**src/rtl/div_unit_pkg.sv**
```systemverilog
// Shared types and constants for the multi-cycle integer divider.
package div_unit_pkg;

    localparam int DIV_WIDTH = 32;

    typedef enum logic [1:0] {
        DIV_IDLE = 2'd0,
        DIV_CALC = 2'd1,
        DIV_DONE = 2'd2
    } div_state_e;

    // Iteration counter width; guards against a degenerate WIDTH of 1.
    function automatic int div_cnt_width(input int w);
        return (w > 1) ? $clog2(w) : 1;
    endfunction

endpackage

```
**src/rtl/div_unit_step.sv**
```systemverilog
// One restoring-division step: shift {rem, quo} left by one and
// trial-subtract the divisor from the upper half.
module div_unit_step
    import div_unit_pkg::*;
#(
    parameter int WIDTH = DIV_WIDTH
) (
    input  logic [WIDTH-1:0] rem,
    input  logic [WIDTH-1:0] quo,
    input  logic [WIDTH-1:0] divisor,
    output logic [WIDTH-1:0] rem_next,
    output logic [WIDTH-1:0] quo_next
);

    logic [WIDTH:0] rem_shift;
    logic [WIDTH:0] trial;
    logic           fits;

    // The shifted remainder can need WIDTH+1 bits, so the trial
    // subtraction is one bit wider; its top bit is the borrow.
    always_comb begin
        rem_shift = {rem, quo[WIDTH-1]};
        trial     = rem_shift - {1'b0, divisor};
        fits      = ~trial[WIDTH];
        rem_next  = fits ? trial[WIDTH-1:0] : rem_shift[WIDTH-1:0];
        quo_next  = {quo[WIDTH-2:0], fits};
    end

endmodule

```
**src/rtl/div_unit.sv**
```systemverilog
// Multi-cycle DIV/DIVU unit for the execute stage. Returns {HI, LO} =
// {remainder, quotient} with a one-cycle valid strobe.
//
// state    | meaning
// ---------+-----------------------------------------------------------
// DIV_IDLE | waiting for start; operands sampled here
// DIV_CALC | one restoring step per cycle, WIDTH steps in total
// DIV_DONE | result registered; valid strobe (unless annulled)
module div_unit
    import div_unit_pkg::*;
#(
    parameter int WIDTH = DIV_WIDTH
) (
    input  logic               clk,
    input  logic               rst,
    input  logic               start,
    input  logic               signed_div,
    input  logic [WIDTH-1:0]   a,
    input  logic [WIDTH-1:0]   b,
    input  logic               annul,
    output logic               busy,
    output logic               valid,
    output logic [2*WIDTH-1:0] result
);

    localparam int CNT_W = div_cnt_width(WIDTH);
    localparam logic [CNT_W-1:0] CNT_LAST = CNT_W'(WIDTH - 1);

    div_state_e       state;
    logic [CNT_W-1:0] cnt;
    logic [WIDTH-1:0] rem;
    logic [WIDTH-1:0] quo;
    logic [WIDTH-1:0] divisor;
    logic             sign_q;
    logic             sign_r;

    logic [WIDTH-1:0] abs_a;
    logic [WIDTH-1:0] abs_b;
    logic [WIDTH-1:0] rem_next;
    logic [WIDTH-1:0] quo_next;
    logic [WIDTH-1:0] rem_fix;
    logic [WIDTH-1:0] quo_fix;

    div_unit_step #(.WIDTH(WIDTH)) u_step (
        .rem      (rem),
        .quo      (quo),
        .divisor  (divisor),
        .rem_next (rem_next),
        .quo_next (quo_next)
    );

    // Operand magnitudes at load and sign fix-up of the final step.
    // -2^(W-1) maps to itself, which yields the wrapping overflow result.
    always_comb begin
        abs_a   = (signed_div && a[WIDTH-1]) ? (~a + 1'b1) : a;
        abs_b   = (signed_div && b[WIDTH-1]) ? (~b + 1'b1) : b;
        quo_fix = sign_q ? (~quo_next + 1'b1) : quo_next;
        rem_fix = sign_r ? (~rem_next + 1'b1) : rem_next;
    end

    // Moore status; only the valid strobe is gated by a flush.
    assign busy  = (state != DIV_IDLE);
    assign valid = (state == DIV_DONE) && !annul;

    // Control FSM, iteration counter and datapath registers.
    always_ff @(posedge clk or posedge rst) begin
        if (rst) begin
            state   <= DIV_IDLE;
            cnt     <= '0;
            rem     <= '0;
            quo     <= '0;
            divisor <= '0;
            sign_q  <= 1'b0;
            sign_r  <= 1'b0;
            result  <= '0;
        end else begin
            case (state)
                DIV_IDLE: begin
                    if (start && !annul) begin
                        rem     <= '0;
                        quo     <= abs_a;
                        divisor <= abs_b;
                        cnt     <= '0;
                        sign_q  <= signed_div & (a[WIDTH-1] ^ b[WIDTH-1]);
                        sign_r  <= signed_div & a[WIDTH-1];
                        if (b == '0) begin
                            result <= {a, {WIDTH{1'b1}}};
                            state  <= DIV_DONE;
                        end else begin
                            state  <= DIV_CALC;
                        end
                    end
                end
                DIV_CALC: begin
                    if (annul) begin
                        state <= DIV_IDLE;
                    end else begin
                        rem <= rem_next;
                        quo <= quo_next;
                        cnt <= cnt + CNT_W'(1);
                        if (cnt == CNT_LAST) begin
                            result <= {rem_fix, quo_fix};
                            state  <= DIV_DONE;
                        end
                    end
                end
                DIV_DONE: begin
                    state <= DIV_IDLE;
                end
                default: begin
                    state <= DIV_IDLE;
                end
            endcase
        end
    end

endmodule

```
**config.mk**
```make
export PLATFORM = sky130hd
export DESIGN_NAME = div_unit
export DESIGN_NICKNAME = d
export VERILOG_FILES = /design/src/rtl/div_unit_pkg.sv /design/src/rtl/div_unit_step.sv /design/src/rtl/div_unit.sv
export SDC_FILE = /design/constraint.sdc
export NUM_CORES = 1
export LEC_CHECK = 0
export CORE_AREA = 2 2 180 182
export DETAILED_ROUTE_END_ITERATION = 10
export DIE_AREA = 0 0 182 184
export GPL_TIMING_DRIVEN = 0
export MAX_ROUTING_LAYER = met4
export PLACE_DENSITY_LB_ADDON = 0.2
export RECOVER_POWER = 100
export SLEW_MARGIN = 20
export SYNTH_ARGS = -nofsm -noshare
export SYNTH_HDL_FRONTEND = slang
export SYNTH_SLANG_ARGS = --single-unit
```
**constraint.sdc**
```tcl
create_clock -name clk -period 13.2 [get_ports clk]
set_clock_uncertainty 0.15 [all_clocks]
set_input_delay 2.64 -clock clk [delete_from_list [all_inputs] [get_ports clk]]
set_output_delay 2.64 -clock clk [all_outputs]
set_load 0.005 [all_outputs]
```
-- Word-level counts from Yosys, hierarchy flattened
Index checks and enable logic that the tools add are counted.
- equal/unequal tests: 8
- multiplexer cells: 24
- bitwise operators: 8
- reductions and logical operators: 13
- $add $sub $neg: 6
- operator list (kind ; count):
    $mux 32 ; 9
    $mux 64 ; 4
    $add 32x1->32 const B ; 4
    $not 32->32 ; 4
    $pmux 32 s2 ; 2
    $pmux 64 s2 ; 1
    $sub 33x32->33 ; 1
    $logic_not 32->1 ; 1
    $mux 5 ; 2
    $pmux 5 s2 ; 1
    $mux 2 ; 4
    $ne 2x2->1 const B ; 4
    $add 5x1->5 const B ; 1
    $eq 5x5->1 const B ; 1
    $reduce_and 5->1 ; 1
    $logic_and 1x1->1 ; 4
    $pmux 2 s2 ; 1
    $reduce_and 2->1 ; 2
    $reduce_bool 2->1 ; 2
    $ne 3x3->1 const B ; 1
    $reduce_and 3->1 ; 1
    $and 1x1->1 ; 2
    $eq 2x1->1 const B ; 1
    $eq 2x2->1 const B ; 1
    4 further kinds ; 4
- logic and storage cells: 67
- register bits: 169
- input bits: 69
- output and inout bits: 66

-- Logic depth before layout (Yosys ltp)
Gate-level depths: netlist of run 1.
- depth in word-level cells: 8
- depth in mapped cells: 24
- gate-level depth less buffers: 20

-- Modules after synthesis
A second synthesis of run 1 with hierarchy kept.
- cell total of the unflattened synthesis: 1448
- area total of the unflattened synthesis: 12031.5 sq um
- by module, submodules not included (module ; instances ; sequential area each (sq um) ; area an instance (sq um) ; cells each):
    div_unit ; 1 ; 4229.1 ; 9432.8 ; 1111
    div_unit_step ; 1 ; 0.0 ; 2598.7 ; 337

-- Least setup slack after synthesis of run 1
No wires, ideal clock.
- path kind: input port to flip-flop
- start: in b[0]
- end: reg result[20]
- buffers on the path: 2
- path slack: 7.505 ns
- stages: 14
- data arrival time: 5.463 ns
- required time: 12.968 ns
- cells stage by stage: inv_1 > ha_1 > nand2b_1 > nor4b_1 > nand3b_1 > or3_1 > nor4_1 > a21o_1 > nand2_1 > inv_1 > buf_2 > clkbuf_1 > nor2_1 > a31oi_1
- word-level cells in the longest chain between the ends: 3
- ends and longest elaborated chain (what ; line ; source):
    start: declaration ; div_unit.sv:19 ; input logic [WIDTH-1:0] b,
    $logic_not 32->1 ; div_unit.sv:86 ; if (b == '0) begin
    $ne 2x2->1 (no source line) ; n/a ;
    $reduce_and 5->1 (no source line) ; n/a ;
    end signal: assignment ; div_unit.sv:87 ; result <= {a, {WIDTH{1'b1}}};
    end signal: assignment ; div_unit.sv:102 ; result <= {rem_fix, quo_fix};
    end: declaration ; div_unit.sv:23 ; output logic [2*WIDTH-1:0] result
No other way between the ends.
A chain may end at the register's enable or synchronous reset.

-- Worst setup path after layout of run 1
- start: in b[1]
- end: reg result[58]
The elaborated chain is that of the path after synthesis.

==> impl_metrics.ini, run 1 <==
[status]
status = finished, violations left
violations = capacitance limit, slew limit

[clocking]
cts_resized = 0
clkTransAtPathRegs_ns = 0.08
cts_buffers = 17
clock_sinks = 169
cts_tree = built
clk_latency_ns = 0.45
post-cts-setup-buffers = 0
ctsHtreeMaxLevel = 4
clock_path_buffers = 2
clockRootBuffer = clkbuf_16
hold_buffers = 0

[setup_path]
r2r-start = quo[31]
arrival_ns = 7.95
rr_worst_depth = 24
reg2reg_to = result[60]
critPathSlowestCell = nor4_1
crit_path_end_kind = flop
required_ns = 13.44
rrSetupSlack_ns = 5.50
worstSetupPathType = in2reg
crit_chain = dlygate4sd3_1 > inv_1 > ha_1 > nand2b_1 > nor4b_1 > nand3b_1 > or3_1 > nor4_1 > a21o_1 > nand2_1 > inv_1 > clkbuf_1 > clkbuf_1 > nand3_1 > nand3_1
cp_max_fo = 10
start_kind = primary input
cp_slowest_stage_delay_ns = 0.66

[place]
hpwlAfterDp_um = 34800
dp_cells = 2118
placed_area_mm2 = 0.0143
numPortBuffers = 134
gp_congestion = 0.983
pre_cts_slack_ns = 5.47

[logic_synthesis]
ys_async_sr_fraction_pct = 100
avgSynthCellArea_um2 = 7.85
synth_compound_area_share_pct = 24.7
yosysSeqAreaShare_pct = 34.1
netlist_area_mm2 = 0.0124
synth_nets = 1689
synth_cell_type_count = 78
synth_xor_area_share_pct = 8.82
yosys.area_share.simple_pct = 21.1
synth_top_family_by_area = compound AO/OA/AOI/OAI gates
synth-edff-count = 0
muxShareOfSynthArea_pct = 2.51
ys_warn_count = 0
ys_ff_latch = 169
postSynthCellCount = 1581
synthAdderAreaFrac_pct = 3.99
synth_ff_type = dfrtp_1

[global_routing]
overflow = 0
antenna_found_initial = 0
grt_pass1_wl_um = 68100
grtUsageTotal_pct = 27.2
grt_max_degree = 87
first_global_vias = 11923

[final_layout]
area_delta_synth_final_pct = 19.6
final_layout_size_suffix_gt1_share_pct = 3.43
n_antenna_cell = 0
nets = 1843
stdcell_count = 2150
final_cell_mix = nand2_1 (178), o21ai_0 (178), dfrtp_1 (169), nor2_1 (147), a21oi_1 (144)
finalInstanceArea_mm2 = 0.0148

[pwr]
p_comb_share_pct = 39.5
p_int_mw = 1.28
pwr-share-seq_pct = 36.3
switching_power_mw = 0.852
p_clk_share_pct = 24.1
ir_drop_mv = 0.0938
swShare_pct = 39.9
pwr_density_cell_mw_per_mm2 = 144
p_leak_nw = 6.01

[hold_path]
hold_path_class = reg2reg
holdPathStages = 2
holdPathEnd = divisor[21]
min_from = divisor[21]

[die]
die-area_mm2 = 0.0335
ios = 135
initial_core_util_pct = 39.5
die_y_um = 184
core_mm2 = 0.0314
die_x_um = 182
fp-row-count = 65

[sta]
drv_slew = 84
worst_pin_slew_ns = 3.89
fin_crit_ns = 7.71
max_freq_mhz = 130
setup_viol = 0
whs_ns = 0.329
slew_headroom_pct = -161
setup_ws_ns = 5.49
finalHoldViolCount = 0
period_share_pct = 58.4
grt_setup_unrepaired = no
fin_setup_tns_ns = 0

[route]
num_vias = 12311
via_per_inst = 5.73
met1_length_um = 19000
drtIter0Drc = 865
wl_met3_um = 1970
first_pass_iters = 5
antenna_left = 0
top_layer_used = met4
drc = 0
met2_length_um = 20900
drt_wl_total_um = 43700
wl_per_cell_um = 20.3

[run]
maxCapViolations = 1
-- flip-flops by register name (all words and copies together), names as in the netlist --
register  flops
result       64
sign_r        1
state         2
quo          32
rem          32
sign_q        1
cnt           5
divisor      32
-- power groups by stage --
stage                     Combinational (mW)  Sequential [mW]  Clock [mW]
final                                  0.843            0.775       0.514
after global routing                   0.944            0.796       0.542
after CTS                              0.881            0.779       0.521
after detailed placement               0.878            0.789           0
after global placement                 0.866            0.784           0
after floorplan                        0.518            0.757           0
-- per-layer routing --
metal	track usage, %	vias to the layer above
li1	-	5977
met1	33.5	5845
met2	46.1	397
met3	2.22	92
met4	11.5	0
met5	-	-
-- metrics by stage --
step	utilization [%]	total power [mW]
floorplan	-	1.28
global placement	45.4	1.65
detailed placement	45.5	1.67
CTS	47.5	2.18
global route	47.3	2.28
finish	47.3	2.13
-- Yosys cell counts (30+ instances only) --
master,n,area [um2]
nand2_1,178,668
ha_1,38,475
dfrtp_1,169,4230
xnor2_1,51,447
a31oi_1,38,238
o21ai_0,176,881
a21oi_1,144,721
inv_1,57,214
nor2_1,147,552
nor3_1,43,215
xor2_1,74,648
nand3_1,52,260
mux2i_1,30,300
clkbuf_1,78,293
-- worst max-delay path, delay by kind of cell --
| kind | cells | cell delay, ns |
|---|---|---|
| AND/OR/NAND/NOR | 8 | 2.65 |
| adder cells (fa/ha/maj) | 1 | 0.16 |
| AO/OA/AOI/OAI | 1 | 0.34 |
| buffers and inverters | 5 | 2.14 |
-- logic make-up (layout without fill, tap and decap cells) --
kind of cell             count (synthesis)  in the layout
AO/OA/AOI/OAI                          507            507
XOR/XNOR                               125            125
adder cells (fa/ha/maj)                 39             39
buffers and inverters                  152            319
flip-flops                             169            169
multiplexers                            31             31
AND/OR/NAND/NOR                        558            558
-- layout make-up --
cell class              count  area, um2
plain buffers              94        365
clock buffers              17        425
well taps                 402        503
flip-flops and latches    169       4230
clock inverters            15        178
repair buffers            135       1370
multi-input cells        1260       7560
inverters                  58        219
fillers                  3194      16500
-- worst max path at each step --
stage	startpoint	endpoint	depth (start not counted)
global route	quo[31]	result[60]	24
floorplan	rst	cnt[0]	1
CTS	b[0]	result[58]	15
global placement	rst	divisor[26]	2
finish	b[1]	result[58]	15
detailed placement	b[0]	result[58]	15
Power figures use the tool's default switching activity.
==> run 2: changes to the inputs <==
Clock period 13.2 ns to 6.39 ns, I/O delays scaled along.
==> impl_metrics.ini, run 2 (synthesis gave the netlist of run 1 again) <==
[clocking]
clkTransAtPathRegs_ns = 0.08
clock_path_buffers = 2
cts_tree = built
clockRootBuffer = clkbuf_16
cts_buffers = 17
clock_sinks = 169
clk_latency_ns = 0.45
hold_buffers = 0
ctsHtreeMaxLevel = 4

[die]
initial_core_util_pct = 39.5
die_y_um = 184
die-area_mm2 = 0.0335
core_mm2 = 0.0314
die_x_um = 182
fp-row-count = 65
ios = 135

[setup_path]
critPathSlowestCell = nor4_1
crit_path_end_kind = flop
cp_max_fo = 10
arrival_ns = 6.24
start_kind = primary input
worstSetupPathType = in2reg
required_ns = 6.63
crit_chain = clkdlybuf4s50_1 > inv_1 > ha_1 > nand2b_1 > nor4b_1 > nand3b_1 > or3_1 > nor4_1 > a21o_1 > nand2_1 > inv_1 > clkbuf_2 > clkbuf_1 > nand3_1 > nand3_1
cp_slowest_stage_delay_ns = 0.66

[global_routing]
grt_pass1_wl_um = 68100
antenna_found_initial = 0
grt_max_degree = 87
grtUsageTotal_pct = 27.2
overflow = 0
first_global_vias = 11926

[final_layout]
largest_register_ffs = 64
final_layout_size_suffix_gt1_share_pct = 3.78
regMostFlops = result
n_antenna_cell = 0
area_delta_synth_final_pct = 19.8
nets = 1841
final_cell_mix = nand2_1 (178), o21ai_0 (178), dfrtp_1 (169), nor2_1 (147), a21oi_1 (144)

[place]
gp_congestion = 0.983
hpwlAfterDp_um = 34800
pre_cts_slack_ns = -0.398
numPortBuffers = 134

[sta]
fin_crit_ns = 6.00
finalHoldViolCount = 0
grt_setup_unrepaired = no
whs_ns = 0.329
drv_slew = 84
worst_pin_slew_ns = 3.89
setup_ws_ns = 0.390
setup_viol = 0
slew_headroom_pct = -161
period_share_pct = 93.9
max_freq_mhz = 167

[pwr]
p_clk_share_pct = 24.1
p_comb_share_pct = 39.6
pwr_density_cell_mw_per_mm2 = 297
swShare_pct = 40.0
ir_drop_mv = 0.197
switching_power_mw = 1.77
p_int_mw = 2.65
p_leak_nw = 6.02
power_mw = 4.42
pwr-share-seq_pct = 36.2

[route]
via_per_inst = 5.70
drc = 0
drtIter0Drc = 900
drt_wl_total_um = 43500
first_pass_iters = 5
antenna_left = 0
wl_per_cell_um = 20.3
num_vias = 12253

[run]
maxCapViolations = 1

[status]
status = finished, violations left
violations = capacitance limit, slew limit

[hold_path]
hold_path_class = reg2reg
-- run 2: changes by cell type in the layout (fill, tap and decap cells not counted), sizes merged --
cell	change
buf	+1
clkbuf	-3
clkdlybuf4s50	+1
dlygate4sd3	-1
-- run 2: through the flow --
stage               cell area (um2)  util, %  std cells  TNS [ns]
floorplan                     12400        -       1581         0
global placement              14300     45.4       2117   -357.56
detailed placement            14300     45.5       2118     -1.07
CTS                           14900     47.5       2150         0
global route                  14900     47.4       2148         0
finish                        14900     47.4       2148         0
-- run 2: critical path: cells and delay by family --
kind / cells / cell delay [ns]
AOI/OAI and AO/OA: 1 / 0.33
and+or+nand+nor: 8 / 2.65
adders and majority gates: 1 / 0.17
buffers and inverters: 5 / 1.77
-- run 2: layout make-up --
cell class / count / area, um2
Fill cell: 3185 / 16500
Timing Repair Buffer: 135 / 1370
Buffer: 92 / 378
Inverter: 58 / 219
Clock buffer: 17 / 425
Multi-Input combinational cell: 1260 / 7570
Tap cell: 402 / 503
Sequential cell: 169 / 4230
Clock inverter: 15 / 178
-- run 2: final timing paths --
check                             from     endpoint  slack, ns  depth (start not counted)
max                               b[0]   result[58]       0.39                         15
min                        divisor[21]  divisor[21]       0.33                          2
max reg2reg                    quo[31]   result[60]       0.49                         23
min reg2reg                divisor[21]  divisor[21]       0.33                          2
max in group asynchronous          rst  divisor[28]       2.05                          2
min in group asynchronous          rst   result[22]       2.27                          2
-- run 2: what timing repair did --
action,4_1_cts,5_1_grt
buffers inserted,0,0
gates resized for setup,3,2
endpoints found under the setup margin,5,5
-- run 2: layer usage --
| metal | up-vias | GRT usage [%] | share of wire [%] |
|---|---|---|---|
| met5 | - | - | 0 |
| met4 | 0 | 11.6 | 3.9 |
| met3 | 88 | 2.26 | 4.5 |
| met2 | 387 | 46.1 | 48 |
| met1 | 5799 | 33.5 | 44 |
| li1 | 5979 | - | - |
-- run 2: power by group through the flow --
stage          combinational (mW)  clock, mW  sequential [mW]
3_5_place_dp                 1.81          0             1.63
5_1_grt                      1.96       1.12             1.64
4_1_cts                      1.82       1.08             1.61
6_report                     1.75       1.07             1.60
2_1_floorplan                1.07          0             1.56
3_3_place_gp                 1.79          0             1.62
